--- src/rtl/theia_pixel_sink.sv ---
// rtl/theia_pixel_sink.sv - Wishbone pixel-write slave queuing THEIA pixels into a FIFO drained to a framebuffer req/ack port.
// Optional retired-pixel counter: define PIXEL_SINK_STATS_EN.
module theia_pixel_sink #(
    parameter int                    WB_WIDTH     = 32,
    parameter int                    FIFO_DEPTH   = 8,
    parameter int                    FB_ADR_WIDTH = 20,
    parameter logic [WB_WIDTH-1:0]   BASE_ADR     = 32'h0100_0000
) (
    input  logic                          CLK_I,
    input  logic                          RST_I,
    input  logic                          CYC_I,
    input  logic                          STB_I,
    input  logic                          WE_I,
    input  logic [WB_WIDTH-1:0]           ADR_I,
    input  logic [WB_WIDTH-1:0]           DAT_I,
    output logic                          ACK_O,
    output logic                          FB_REQ_O,
    output logic [FB_ADR_WIDTH-1:0]       FB_ADR_O,
    output logic [WB_WIDTH-1:0]           FB_DAT_O,
    input  logic                          FB_ACK_I,
    output logic [$clog2(FIFO_DEPTH):0]   oFifoCount,
    output logic                          oBusy,
    output logic [31:0]                   oPixelCount
);

    localparam int PW = $clog2(FIFO_DEPTH);
    localparam int CW = PW + 1;
    localparam logic [CW-1:0] FULL_C = CW'(FIFO_DEPTH);

    typedef enum logic {
        S_IDLE,
        S_REQ
    } state_t;

    state_t                    state_q, state_d;
    logic [PW-1:0]             wr_ptr_q, wr_ptr_d;
    logic [PW-1:0]             rd_ptr_q, rd_ptr_d;
    logic [CW-1:0]             count_q, count_d;
    logic                      ack_q, ack_d;
    logic                      fb_req_q, fb_req_d;
    logic [FB_ADR_WIDTH-1:0]   fb_adr_q, fb_adr_d;
    logic [WB_WIDTH-1:0]       fb_dat_q, fb_dat_d;

    logic [FB_ADR_WIDTH-1:0]   adr_mem [FIFO_DEPTH];
    logic [WB_WIDTH-1:0]       dat_mem [FIFO_DEPTH];

    logic [WB_WIDTH-1:0]       offset;
    logic                      in_range;
    logic                      hit;
    logic                      push;
    logic                      pop;

    // Explicit lower-bound test so addresses below BASE_ADR never alias into range
    assign offset   = ADR_I - BASE_ADR;
    assign in_range = (ADR_I >= BASE_ADR) && (offset[WB_WIDTH-1:FB_ADR_WIDTH] == '0);
    assign hit      = CYC_I & STB_I & WE_I & in_range;

    // Fullness uses the registered count only; a same-edge pop never frees a slot early
    assign push     = hit & ~ack_q & (count_q != FULL_C);

    always_ff @(posedge CLK_I) begin
        if (push) begin
            adr_mem[wr_ptr_q] <= offset[FB_ADR_WIDTH-1:0];
            dat_mem[wr_ptr_q] <= DAT_I;
        end
    end

    always_comb begin
        state_d  = state_q;
        fb_req_d = fb_req_q;
        fb_adr_d = fb_adr_q;
        fb_dat_d = fb_dat_q;
        rd_ptr_d = rd_ptr_q;
        pop      = 1'b0;
        case (state_q)
            S_IDLE: begin
                if (count_q != '0) begin
                    state_d  = S_REQ;
                    fb_req_d = 1'b1;
                    fb_adr_d = adr_mem[rd_ptr_q];
                    fb_dat_d = dat_mem[rd_ptr_q];
                end
            end
            S_REQ: begin
                if (FB_ACK_I) begin
                    state_d  = S_IDLE;
                    fb_req_d = 1'b0;
                    rd_ptr_d = rd_ptr_q + 1'b1;
                    pop      = 1'b1;
                end
            end
            default: state_d = S_IDLE;
        endcase
    end

    // The entry under request stays counted until the framebuffer acknowledges it
    always_comb begin
        wr_ptr_d = wr_ptr_q;
        count_d  = count_q;
        ack_d    = push;
        if (push) begin
            wr_ptr_d = wr_ptr_q + 1'b1;
        end
        case ({push, pop})
            2'b10:   count_d = count_q + 1'b1;
            2'b01:   count_d = count_q - 1'b1;
            default: count_d = count_q;
        endcase
    end

    always_ff @(posedge CLK_I or negedge RST_I) begin
        if (!RST_I) begin
            state_q  <= S_IDLE;
            wr_ptr_q <= '0;
            rd_ptr_q <= '0;
            count_q  <= '0;
            ack_q    <= 1'b0;
            fb_req_q <= 1'b0;
            fb_adr_q <= '0;
            fb_dat_q <= '0;
        end else begin
            state_q  <= state_d;
            wr_ptr_q <= wr_ptr_d;
            rd_ptr_q <= rd_ptr_d;
            count_q  <= count_d;
            ack_q    <= ack_d;
            fb_req_q <= fb_req_d;
            fb_adr_q <= fb_adr_d;
            fb_dat_q <= fb_dat_d;
        end
    end

`ifdef PIXEL_SINK_STATS_EN
    logic [31:0] pix_cnt_q;

    always_ff @(posedge CLK_I or negedge RST_I) begin
        if (!RST_I) begin
            pix_cnt_q <= '0;
        end else if (pop) begin
            pix_cnt_q <= pix_cnt_q + 32'd1;
        end
    end

    assign oPixelCount = pix_cnt_q;
`else
    assign oPixelCount = 32'b0;
`endif

    assign ACK_O      = ack_q;
    assign FB_REQ_O   = fb_req_q;
    assign FB_ADR_O   = fb_adr_q;
    assign FB_DAT_O   = fb_dat_q;
    assign oFifoCount = count_q;
    assign oBusy      = (count_q != '0) | fb_req_q;

endmodule
--- config.mk ---
export PLATFORM = sky130hd
export DESIGN_NAME = theia_pixel_sink
export DESIGN_NICKNAME = d
export VERILOG_FILES = /design/src/rtl/theia_pixel_sink.sv
export SDC_FILE = /design/constraint.sdc
export NUM_CORES = 1
export LEC_CHECK = 0
export ABC_AREA = 1
export ABC_CLOCK_PERIOD_IN_PS = 13040
export CAP_MARGIN = 20
export CORE_MARGIN = 3
export CORE_UTILIZATION = 50
export DETAILED_ROUTE_END_ITERATION = 12
export HOLD_SLACK_MARGIN = 0.05
export PLACE_DENSITY_LB_ADDON = 0.05
export SYNTH_ARGS = -nofsm -noshare
export SYNTH_HDL_FRONTEND = slang
export SYNTH_SLANG_ARGS = --single-unit
--- constraint.sdc ---
create_clock -name CLK_I -period 13.04 [get_ports CLK_I]
set_input_delay 2.608 -clock CLK_I [delete_from_list [all_inputs] [get_ports CLK_I]]
set_output_delay 2.608 -clock CLK_I [all_outputs]
set_load 0.02 [all_outputs]
==> flow_metrics.env <==
export IMPL_port_buffers=128
export IMPL_grt_pass1_wl_mm=65.4
export IMPL_max_cap_violations=0
export IMPL_required_ns=13.23
export IMPL_hp_class="register to register"
export IMPL_netlist_top_cell_by_area="edfxtp_1"
export IMPL_powerDensity_mw_per_mm2=210
export IMPL_grt_max_degree=131
export IMPL_ios=161
export IMPL_layout_drive_gt1_share_pct=6.12
export IMPL_fp_row_count=70
export IMPL_cts_max_path_buffers=3
export IMPL_yosysSeqAreaShare_pct=74.3
export IMPL_finalMaxSlewViolations=0
export IMPL_rsz0062_at_grt="no"
export IMPL_cp_arrival_ns=5.27
export IMPL_grt_overflow=0
export IMPL_antenna_cells=0
export IMPL_fillCellCount=2976
export IMPL_placed_cell_area_mm2=0.0205
export IMPL_hold_ws_ns=0.474
export IMPL_dr_first_iter_drc_count=794
export IMPL_synth_top_area_share_pct=65.8
export IMPL_wl_met2_mm=20.2
export IMPL_avgSynthCellArea_um2=12.4
export IMPL_netlist_area_mm2=0.0190
export IMPL_cts_tree="yes"
export IMPL_drc=0
export IMPL_met1Wirelength_mm=19.1
export IMPL_fin_crit_ns=5.08
export IMPL_peakVddDrop_uv=117
export IMPL_wl_per_cell_um=19.2
export IMPL_reg2reg_depth=7
export IMPL_vias=11669
export IMPL_critPathLaunchType="input pin"
export IMPL_met3WireLength_mm=1.86
export IMPL_final_nets=1716
export IMPL_die_area_mm2=0.0404
export IMPL_ys_ff_latch=481
export IMPL_die_y_um=201
export IMPL_grt_pass1_vias=11630
export IMPL_reg2reg_slack_ns=9.90
export IMPL_routed_wl_mm=42.0
export IMPL_crit_path_start="WE_I"
export IMPL_clk_latency_ns=0.56
export IMPL_ys_dominant_reg_cell="edfxtp_1"
export IMPL_crit_type="input pin to register"
export IMPL_cts_resized=0
export IMPL_avgViaCountPerCell=5.34
export IMPL_firstDrtPassIters=5
export IMPL_dp_slack_ns=7.37
export IMPL_worst_pin_slew_ns=1.02
export IMPL_crit_end="dat_mem[1][19]"
export IMPL_synthToLayoutAreaGrowth_pct=16.4
export IMPL_clock_skew_final_ns=0.0193
export IMPL_synthTopCellsByArea="edfxtp_1 (66%), dfrtp_1 (8.6%), nor2_1 (7.5%)"
export IMPL_start_util_pct=51.3
export IMPL_cts_root_buf="clkbuf_16"
export IMPL_status="finished, final reports clean"
export IMPL_end_kind="register"
export IMPL_finalPower_mw=4.64
export IMPL_setup_viol=0
export IMPL_synth_edf_count=416
export IMPL_place_congestion=0.738
export IMPL_ff_latch_area_mm2=0.0141
export IMPL_postCtsSetupBuffers=0
export IMPL_tns_ns=0
export IMPL_htree_levels=2
export IMPL_finalInstanceArea_mm2=0.0221
export IMPL_hold_buffers=0
export IMPL_dp_hpwl_mm=21.6
export IMPL_die_x_um=201
export IMPL_ant_nets=0
export IMPL_syn_inst=1533
export IMPL_antenna_found_initial=0
export IMPL_numCtsBuffers=49
export IMPL_final_core_util_pct=59.7
export IMPL_hp_start="FB_ADR_O[10]"
export IMPL_async_reset_ff_share_pct=13.5
export IMPL_worst_slack_ns=7.96
export IMPL_finalHoldViolations=0
export IMPL_slew_limit_headroom_pct=31.9
export IMPL_core_area_mm2=0.0370
export IMPL_crit_fanout=33
export IMPL_top_layer="met4"
export IMPL_synthDistinctLibCells=25
export IMPL_period_share_pct=38.9
export IMPL_clkSinkCount=481
export IMPL_r2r_end="FB_DAT_O[22]"
export IMPL_grtUsageTotal_pct=20.4
export IMPL_yosys_warnings=0
export IMPL_clk_pin_slew_ns=0.06
export IMPL_p_leak_nw=7.75
export IMPL_dpl_cell_count=2093
export IMPL_multi_input_area_mm2=0.00427
export IMPL_r2r_start="rd_ptr_q[1]"
export IMPL_fmax_mhz=197
export IMPL_stdcell_count=2186
-- worst min path at each step --
| stage | endpoint | slack [ns] | cells after the start |
|---|---|---|---|
| CTS | FB_ADR_O[0] | 0.48 | 2 |
| detailed placement | FB_ADR_O[0] | 0.47 | 2 |
| finish | FB_ADR_O[10] | 0.47 | 2 |
| floorplan | wr_ptr_q[2] | 0.51 | 2 |
| global placement | FB_ADR_O[5] | 0.46 | 2 |
| global route | FB_ADR_O[0] | 0.50 | 2 |
-- cells in the final DEF (no fill, tap or decap), drive strengths merged, types with 5 or more instances in the layout --
cell / count
inv: 22
buf: 21
clkinv: 13
clkdlybuf4s50: 127
ha: 5
nand3: 110
edfxtp: 416
o21ai: 212
dfrtp: 65
clkbuf: 75
o211ai: 52
nand2: 134
conb: 32
nor2: 382
-- where the power goes --
group          total (mW)  internal (mW)  switching [mW]
Combinational        1.44          0.497           0.941
Clock                1.35          0.796           0.552
Sequential           1.85           1.77          0.0836
Total                4.64           3.06            1.58
-- flip-flops by register name, indices dropped and copies added (netlist names) --
register    count
state_q         1
FB_DAT_O       32
FB_ADR_O       20
oFifoCount      4
FB_REQ_O        1
wr_ptr_q        3
dat_mem       256
rd_ptr_q        3
ACK_O           1
adr_mem       160
-- synth_stat cells, types with 9 or more instances --
cell type and n:
o21ai_1 11, buf_1 9, nand2_1 134, o211ai_1 52, o21ai_0 201, buf_4 38, clkbuf_1 27, buf_2 43
nor2_1 380, nand3_1 109, edfxtp_1 416, dfrtp_1 65, inv_1 18
-- kinds of logic after synthesis --
logic type | share of synthesized area (%)
xor+xnor | 0.184
simple gates | 13.3
flops | 74.3
fa+ha+maj | 0.329
compound gates | 7.72
other cells | 0.0197
buf+inv | 4.06
-- area by class of cell --
class                      count  area share (%)
clock inverter                17           0.702
sequential                   481            63.9
inverter                      21           0.391
multi-input combinational    940            19.3
timing repair buffer         148            6.52
tap                          504            2.85
clock buffer                  75            6.32
-- worst max-delay path, stage by stage --
cell	delay, ns
clkdlybuf4s50_1	0.45
inv_1	0.04
nor2_1	0.07
nand2_1	0.06
nor2_1	0.11
nand3_2	0.25
inv_1	0.20
nand2_1	0.26
nor2_4	0.59
buf_4	0.58
-- metal layers --
layer | vias to the layer above | GRT usage (%)
met5 | - | 0
met4 | 0 | 5.82
met3 | 69 | 2.95
met2 | 291 | 33.6
met1 | 5750 | 28.8
li1 | 5559 | -
Note: power is estimated with default switching activity, not from simulation.
